<file path="config.mk">
export PLATFORM = sky130hd
export DESIGN_NAME = round_key_xor_bank
export DESIGN_NICKNAME = d
export VERILOG_FILES = /design/src/rtl/round_key_xor_bank.sv
export SDC_FILE = /design/constraint.sdc
export NUM_CORES = 2
export LEC_CHECK = 0
export BUFFER_PORTS_ARGS = -buffer_cell sky130_fd_sc_hd__buf_4
export CAP_MARGIN = 40
export CORE_MARGIN = 1
export CORE_UTILIZATION = 40
export DETAILED_ROUTE_END_ITERATION = 10
export GPL_ROUTABILITY_DRIVEN = 0
export SYNTH_ARGS = -nofsm -noshare
export SYNTH_HDL_FRONTEND = slang
export SYNTH_SLANG_ARGS = --single-unit
export TNS_END_PERCENT = 10
</file>
<file path="constraint.sdc">
create_clock -name clk -period 31.5 [get_ports clk]
set_clock_uncertainty 0.1 [all_clocks]
set_input_delay 4.725 -clock clk [delete_from_list [all_inputs] [get_ports clk]]
set_output_delay 4.725 -clock clk [all_outputs]
set_load 0.02 [all_outputs]
</file>
<file path="src/rtl/round_key_xor_bank.sv">
// Round-key XOR stage: runtime-loaded bank of round keys, XORed onto each word
// through a two-stage elastic valid/ready pipeline.
module round_key_xor_bank #(
    parameter int unsigned DATA_W   = 48,
    parameter int unsigned NUM_KEYS = 16,
    parameter int unsigned IDX_W    = $clog2(NUM_KEYS)
) (
    input  logic              clk,
    input  logic              rst,
    input  logic              key_wr_en,
    input  logic [IDX_W-1:0]  key_wr_idx,
    input  logic [DATA_W-1:0] key_wr_data,
    input  logic              key_clear,
    input  logic              in_valid,
    output logic              in_ready,
    input  logic [DATA_W-1:0] in_data,
    input  logic [IDX_W-1:0]  in_round,
    input  logic              in_decrypt,
    output logic              out_valid,
    input  logic              out_ready,
    output logic [DATA_W-1:0] out_data,
    output logic [IDX_W-1:0]  out_round,
    output logic              out_err
);

    localparam int unsigned SLOTS = 1 << IDX_W;

    // One bit per addressable index: set when the index names a real key entry.
    function automatic logic [SLOTS-1:0] range_mask();
        logic [SLOTS-1:0] m;
        m = '0;
        for (int unsigned i = 0; i < SLOTS; i++) begin
            m[i] = (i < NUM_KEYS);
        end
        return m;
    endfunction

    localparam logic [SLOTS-1:0] RANGE_MASK = range_mask();

    logic [DATA_W-1:0] keys [SLOTS];
    logic [SLOTS-1:0]  loaded;

    logic              s1_valid;
    logic [DATA_W-1:0] s1_data;
    logic [DATA_W-1:0] s1_key;
    logic [IDX_W-1:0]  s1_round;
    logic              s1_err;

    logic              s2_adv;
    logic              s1_adv;
    logic              accept;
    logic              wr_ok;
    logic              in_range;
    logic [IDX_W-1:0]  sel_idx;
    logic [DATA_W-1:0] sel_key;
    logic              sel_err;

    always_comb begin
        s2_adv   = !out_valid || out_ready;
        s1_adv   = s1_valid && s2_adv;
        in_ready = !s1_valid || s2_adv;
        accept   = in_valid && in_ready;
        wr_ok    = key_wr_en && RANGE_MASK[key_wr_idx];
    end

    // Key selection uses the registered bank, so a same-cycle write is not bypassed.
    always_comb begin
        in_range = RANGE_MASK[in_round];
        sel_idx  = in_decrypt ? (IDX_W'(NUM_KEYS - 1) - in_round) : in_round;
        sel_key  = in_range ? keys[sel_idx] : '0;
        sel_err  = !in_range || !loaded[sel_idx];
    end

    // Key bank: clear first, then the write, so a simultaneous write stays loaded.
    always_ff @(posedge clk or posedge rst) begin
        if (rst) begin
            for (int unsigned i = 0; i < SLOTS; i++) begin
                keys[i] <= '0;
            end
            loaded <= '0;
        end else begin
            if (key_clear) begin
                loaded <= '0;
            end
            if (wr_ok) begin
                keys[key_wr_idx]   <= key_wr_data;
                loaded[key_wr_idx] <= 1'b1;
            end
        end
    end

    always_ff @(posedge clk or posedge rst) begin
        if (rst) begin
            s1_valid <= 1'b0;
            s1_data  <= '0;
            s1_key   <= '0;
            s1_round <= '0;
            s1_err   <= 1'b0;
        end else if (accept) begin
            s1_valid <= 1'b1;
            s1_data  <= in_data;
            s1_key   <= sel_key;
            s1_round <= in_round;
            s1_err   <= sel_err;
        end else if (s1_adv) begin
            s1_valid <= 1'b0;
        end
    end

    // Output stage holds its payload while stalled downstream.
    always_ff @(posedge clk or posedge rst) begin
        if (rst) begin
            out_valid <= 1'b0;
            out_data  <= '0;
            out_round <= '0;
            out_err   <= 1'b0;
        end else if (s2_adv) begin
            out_valid <= s1_valid;
            if (s1_valid) begin
                out_data  <= s1_data ^ s1_key;
                out_round <= s1_round;
                out_err   <= s1_err;
            end
        end
    end

endmodule

</file>
==> results by group <==
Run status
  • Status: finished clean

Place
  • Hpwl dp: 73,300 µm
  • Worst setup slack before clock tree synthesis: 21,290 ps
  • Count of input and output buffers: 165
  • Placed instance count: 5,034

Setup path
  • Critical Path Start: out_ready
  • Critical path peak fanout: 6
  • Worst setup path endpoint: in_ready
  • Kind of end point of the critical path: output pin
  • Setup Crit Path Kind: input pin to output pin
  • R2r setup slk: 28,410 ps
  • Worst Path Required: 26,680 ps
  • Data arrival time at the worst-slack endpoint: 5390 ps
  • RR Startpoint: s1_valid
  • Capturing point of the worst reg2reg path: s1_round[2]
  • Crit start category: input pin
  • Length in cells of the worst reg-to-reg path: 5

Global routing
  • Overflow left after global routing: 0
  • Maximum number of pins on one net before global-route repair: 169
  • Initial antenna violation count: 3
  • Global-route wire length before repair: 201,000 µm
  • Tot GR Track Use: 23.2%
  • Number of global-route vias before repair: 31,400

Yosys
  • Commonest register cell after synthesis: sky130_fd_sc_hd__dfrtp_1
  • Proportion of synthesized flip-flops having asynchronous set or reset: 100%
  • Area of the mapped netlist: 0.0447 mm²
  • Post-synthesis sequential area ratio: 52.7%
  • EDFF count, synth: 0
  • Mean post-synth cell area: 12.2 µm²
  • Yosys warns: 0
  • Syn nets: 3,769
  • Cell count after synthesis: 3,658
  • Synth Register Bits: 940
  • Count of cell types in the netlist: 50

Timing
  • Final number of max-transition violations: 0
  • Post-Route Hold Slack: 374 ps
  • Final TNS setup: 0 ps
  • Endpoints failing setup: 0
  • Hold Violations, Final: 0
  • Unrepaired setup endpoints after global routing: no
  • Share of the clock period used by the worst path: 32.4%
  • Fmax: 0.0979 GHz
  • Actual slew at the worst max-slew pin: 922 ps
  • Slack of the critical path: 21,280 ps
  • Worst slew margin relative to its limit: 38.5%
  • Clock period minus final worst setup slack: 10,220 ps

Pwr
  • Internal power: 0.00258 W
  • Static leakage: 21.7 nW
  • Power per unit of standard cell area: 69.9 mW/mm²
  • Total power: 0.00356 W
  • Switching power as a share of total power: 27.4%
  • P_sw: 0.000977 W
  • Clock power frac: 34.6%
  • Relative contribution of sequential cells to total power: 46.8%
  • Worst IR drop on VDD: 0.0000401 V
  • Combinational cell fraction of total power: 18.6%

Detailed routing
  • Final routed wire length divided by cell count: 24.9 µm
  • Post-route DRC: 0
  • Routed length on met1: 59,900 µm
  • Initial DRC Count: 2,368
  • Number of vias in the routed layout: 30,900
  • Highest metal layer with signal wires: met5
  • Vias per cell: 5.91
  • Antenna violation net count after detailed routing: 0
  • Pre-antenna DRT Iters: 7
  • WL final: 130,000 µm
  • Met2 routed WL: 59,500 µm
  • Routed length on met3: 8000 µm

Die
  • Number of rows created at floorplan: 122
  • Core region area: 0.111 mm²
  • Floorplan die height: 336 µm
  • Count of boundary I/O pins: 166
  • Initial standard-cell utilization of the core: 40.4%
  • Die extent in x: 336 µm
  • Die area: 0.113 mm²

Layout
  • Final instance count without filler cells: 5,223
  • Fraction of layout instances using a drive strength above 1: 35.6%
  • Filler instances: 10,100
  • Net count reported at finish: 3,762
  • Most frequent cells in the layout: sky130_fd_sc_hd__dfrtp_1 (940), sky130_fd_sc_hd__mux2_2 (808), sky130_fd_sc_hd__a21oi_1 (369)
  • Flip-flop and latch area: 0.0235 mm²
  • Layout Area Growth over Synthesis: 14.1%
  • Most common cell after layout, fill and taps aside: sky130_fd_sc_hd__dfrtp_1
  • Combined area of the multi-input logic cells: 0.0196 mm²

Clock tree
  • Number of hold buffers added after cts: 0
  • CTS root buf: sky130_fd_sc_hd__clkbuf_16
  • Number of clock buffers inserted by TritonCTS: 103
  • Clock tree from TritonCTS: done
  • Post-CTS setup repair buffer count: 0
  • H-tree level count: 3
  • Clock insertion delay at the later pin of the skew report: 690 ps
  • Post-cts sizing count: 0
  • Clock-pin slew of the registers on the worst-case setup and hold paths: 50 ps
  • Clock Path Buffers: 3
  • Clk sinks: 940

Min path
  • Path class of the lowest-slack min-delay path: flop to flop
  • Source of the worst hold timing path: out_data[13]

Flow run
  • Maximum Capacitance Violations: 0
## power groups by stage
| stage | Combinational (W) | Sequential [W] | Clock (W) |
|---|---|---|---|
| floorplan | 0.000473 | 0.00166 | 0 |
| global route | 0.000722 | 0.00171 | 0.00131 |
| CTS | 0.000666 | 0.00167 | 0.00126 |
| global placement | 0.000639 | 0.00168 | 0 |
| finish | 0.000660 | 0.00167 | 0.00123 |
| detailed placement | 0.000665 | 0.00169 | 0 |
## logic make-up after synthesis
group,count (synthesis),synth area share [%]
flip-flops,940,52.7
XOR/XNOR,50,0.997
multiplexers,980,26.2
AND/OR/NAND/NOR,513,5.38
AO/OA/AOI/OAI,801,10.9
buffers and inverters,374,3.85
## per-stage QoR
step / utilization (%) / area [µm²]
final: 46.0 / 51000
after CTS: 46.0 / 51000
after floorplan: - / 44700
after global placement: 42.3 / 46800
after detailed placement: 42.9 / 47500
after global routing: 46.0 / 51000
## critical path, stage by stage
cell and delay, ps:
sky130_fd_sc_hd__buf_4 110, sky130_fd_sc_hd__nand3b_1 300, sky130_fd_sc_hd__buf_4 250
## state kept, by name, indices dropped and copies added (netlist names)
register   count
s1_valid       1
s1_data       48
s1_key        48
loaded        16
s1_err         1
out_data      48
out_round      4
s1_round       4
out_err        1
out_valid      1
keys         768
## Yosys cell counts (2+ instances only)
cell type / instances / area share (%)
sky130_fd_sc_hd__buf_6: 12 / 0.30
sky130_fd_sc_hd__nor2b_1: 27 / 0.38
sky130_fd_sc_hd__a2111oi_0: 17 / 0.33
sky130_fd_sc_hd__o2111ai_1: 18 / 0.35
sky130_fd_sc_hd__or3b_1: 3 / 0.059
sky130_fd_sc_hd__mux4_2: 70 / 3.5
sky130_fd_sc_hd__a221oi_1: 31 / 0.61
sky130_fd_sc_hd__nand3b_1: 5 / 0.084
sky130_fd_sc_hd__nand3_1: 9 / 0.10
sky130_fd_sc_hd__clkbuf_1: 173 / 1.5
sky130_fd_sc_hd__mux2i_1: 102 / 2.3
sky130_fd_sc_hd__a22oi_1: 5 / 0.084
sky130_fd_sc_hd__a31oi_1: 31 / 0.43
sky130_fd_sc_hd__nand2b_1: 9 / 0.13
sky130_fd_sc_hd__buf_1: 27 / 0.23
sky130_fd_sc_hd__nand2_1: 301 / 2.5
sky130_fd_sc_hd__a22o_1: 17 / 0.33
sky130_fd_sc_hd__a211oi_1: 20 / 0.34
sky130_fd_sc_hd__and2_1: 6 / 0.084
sky130_fd_sc_hd__and3_1: 2 / 0.028
sky130_fd_sc_hd__or3_1: 2 / 0.028
sky130_fd_sc_hd__o22ai_1: 35 / 0.49
sky130_fd_sc_hd__o221ai_1: 46 / 0.90
sky130_fd_sc_hd__nor3_1: 5 / 0.056
sky130_fd_sc_hd__inv_1: 13 / 0.11
sky130_fd_sc_hd__buf_2: 134 / 1.5
sky130_fd_sc_hd__o211ai_1: 30 / 0.50
sky130_fd_sc_hd__a21oi_1: 369 / 4.1
sky130_fd_sc_hd__a311oi_1: 2 / 0.039
sky130_fd_sc_hd__nor2_1: 32 / 0.27
sky130_fd_sc_hd__o21ai_0: 135 / 1.5
sky130_fd_sc_hd__buf_4: 14 / 0.24
sky130_fd_sc_hd__nor4_1: 92 / 1.3
sky130_fd_sc_hd__nor3b_1: 18 / 0.30
sky130_fd_sc_hd__a21o_1: 8 / 0.13
sky130_fd_sc_hd__o22a_1: 30 / 0.59
sky130_fd_sc_hd__dfrtp_1: 940 / 53
sky130_fd_sc_hd__xnor2_1: 49 / 0.96
sky130_fd_sc_hd__mux2_2: 808 / 20
## final cells by class
cell class | count | area share (%)
flip-flops and latches | 940 | 46.2
multi-input cells | 2344 | 38.6
clock buffers | 160 | 6.18
repair buffers | 249 | 4.72
well taps | 1488 | 3.65
clock inverters | 28 | 0.619
inverters | 13 | 0.110
diodes | 1 | 0.00491
## worst min-delay path by stage
stage	cells after the start	endpoint
after global routing	2	out_data[13]
after detailed placement	2	out_data[13]
after floorplan	1	loaded[10]
after CTS	2	out_data[13]
after global placement	2	out_data[0]
final	2	out_data[13]
## metal layers
layer  global-route usage (%)  up-vias
met2                     36.1      944
met4                     5.95        6
met1                     33.7    16300
met5                        0        -
li1                         -    13500
met3                     3.71      189
Note: power is estimated with default switching activity, not from simulation.
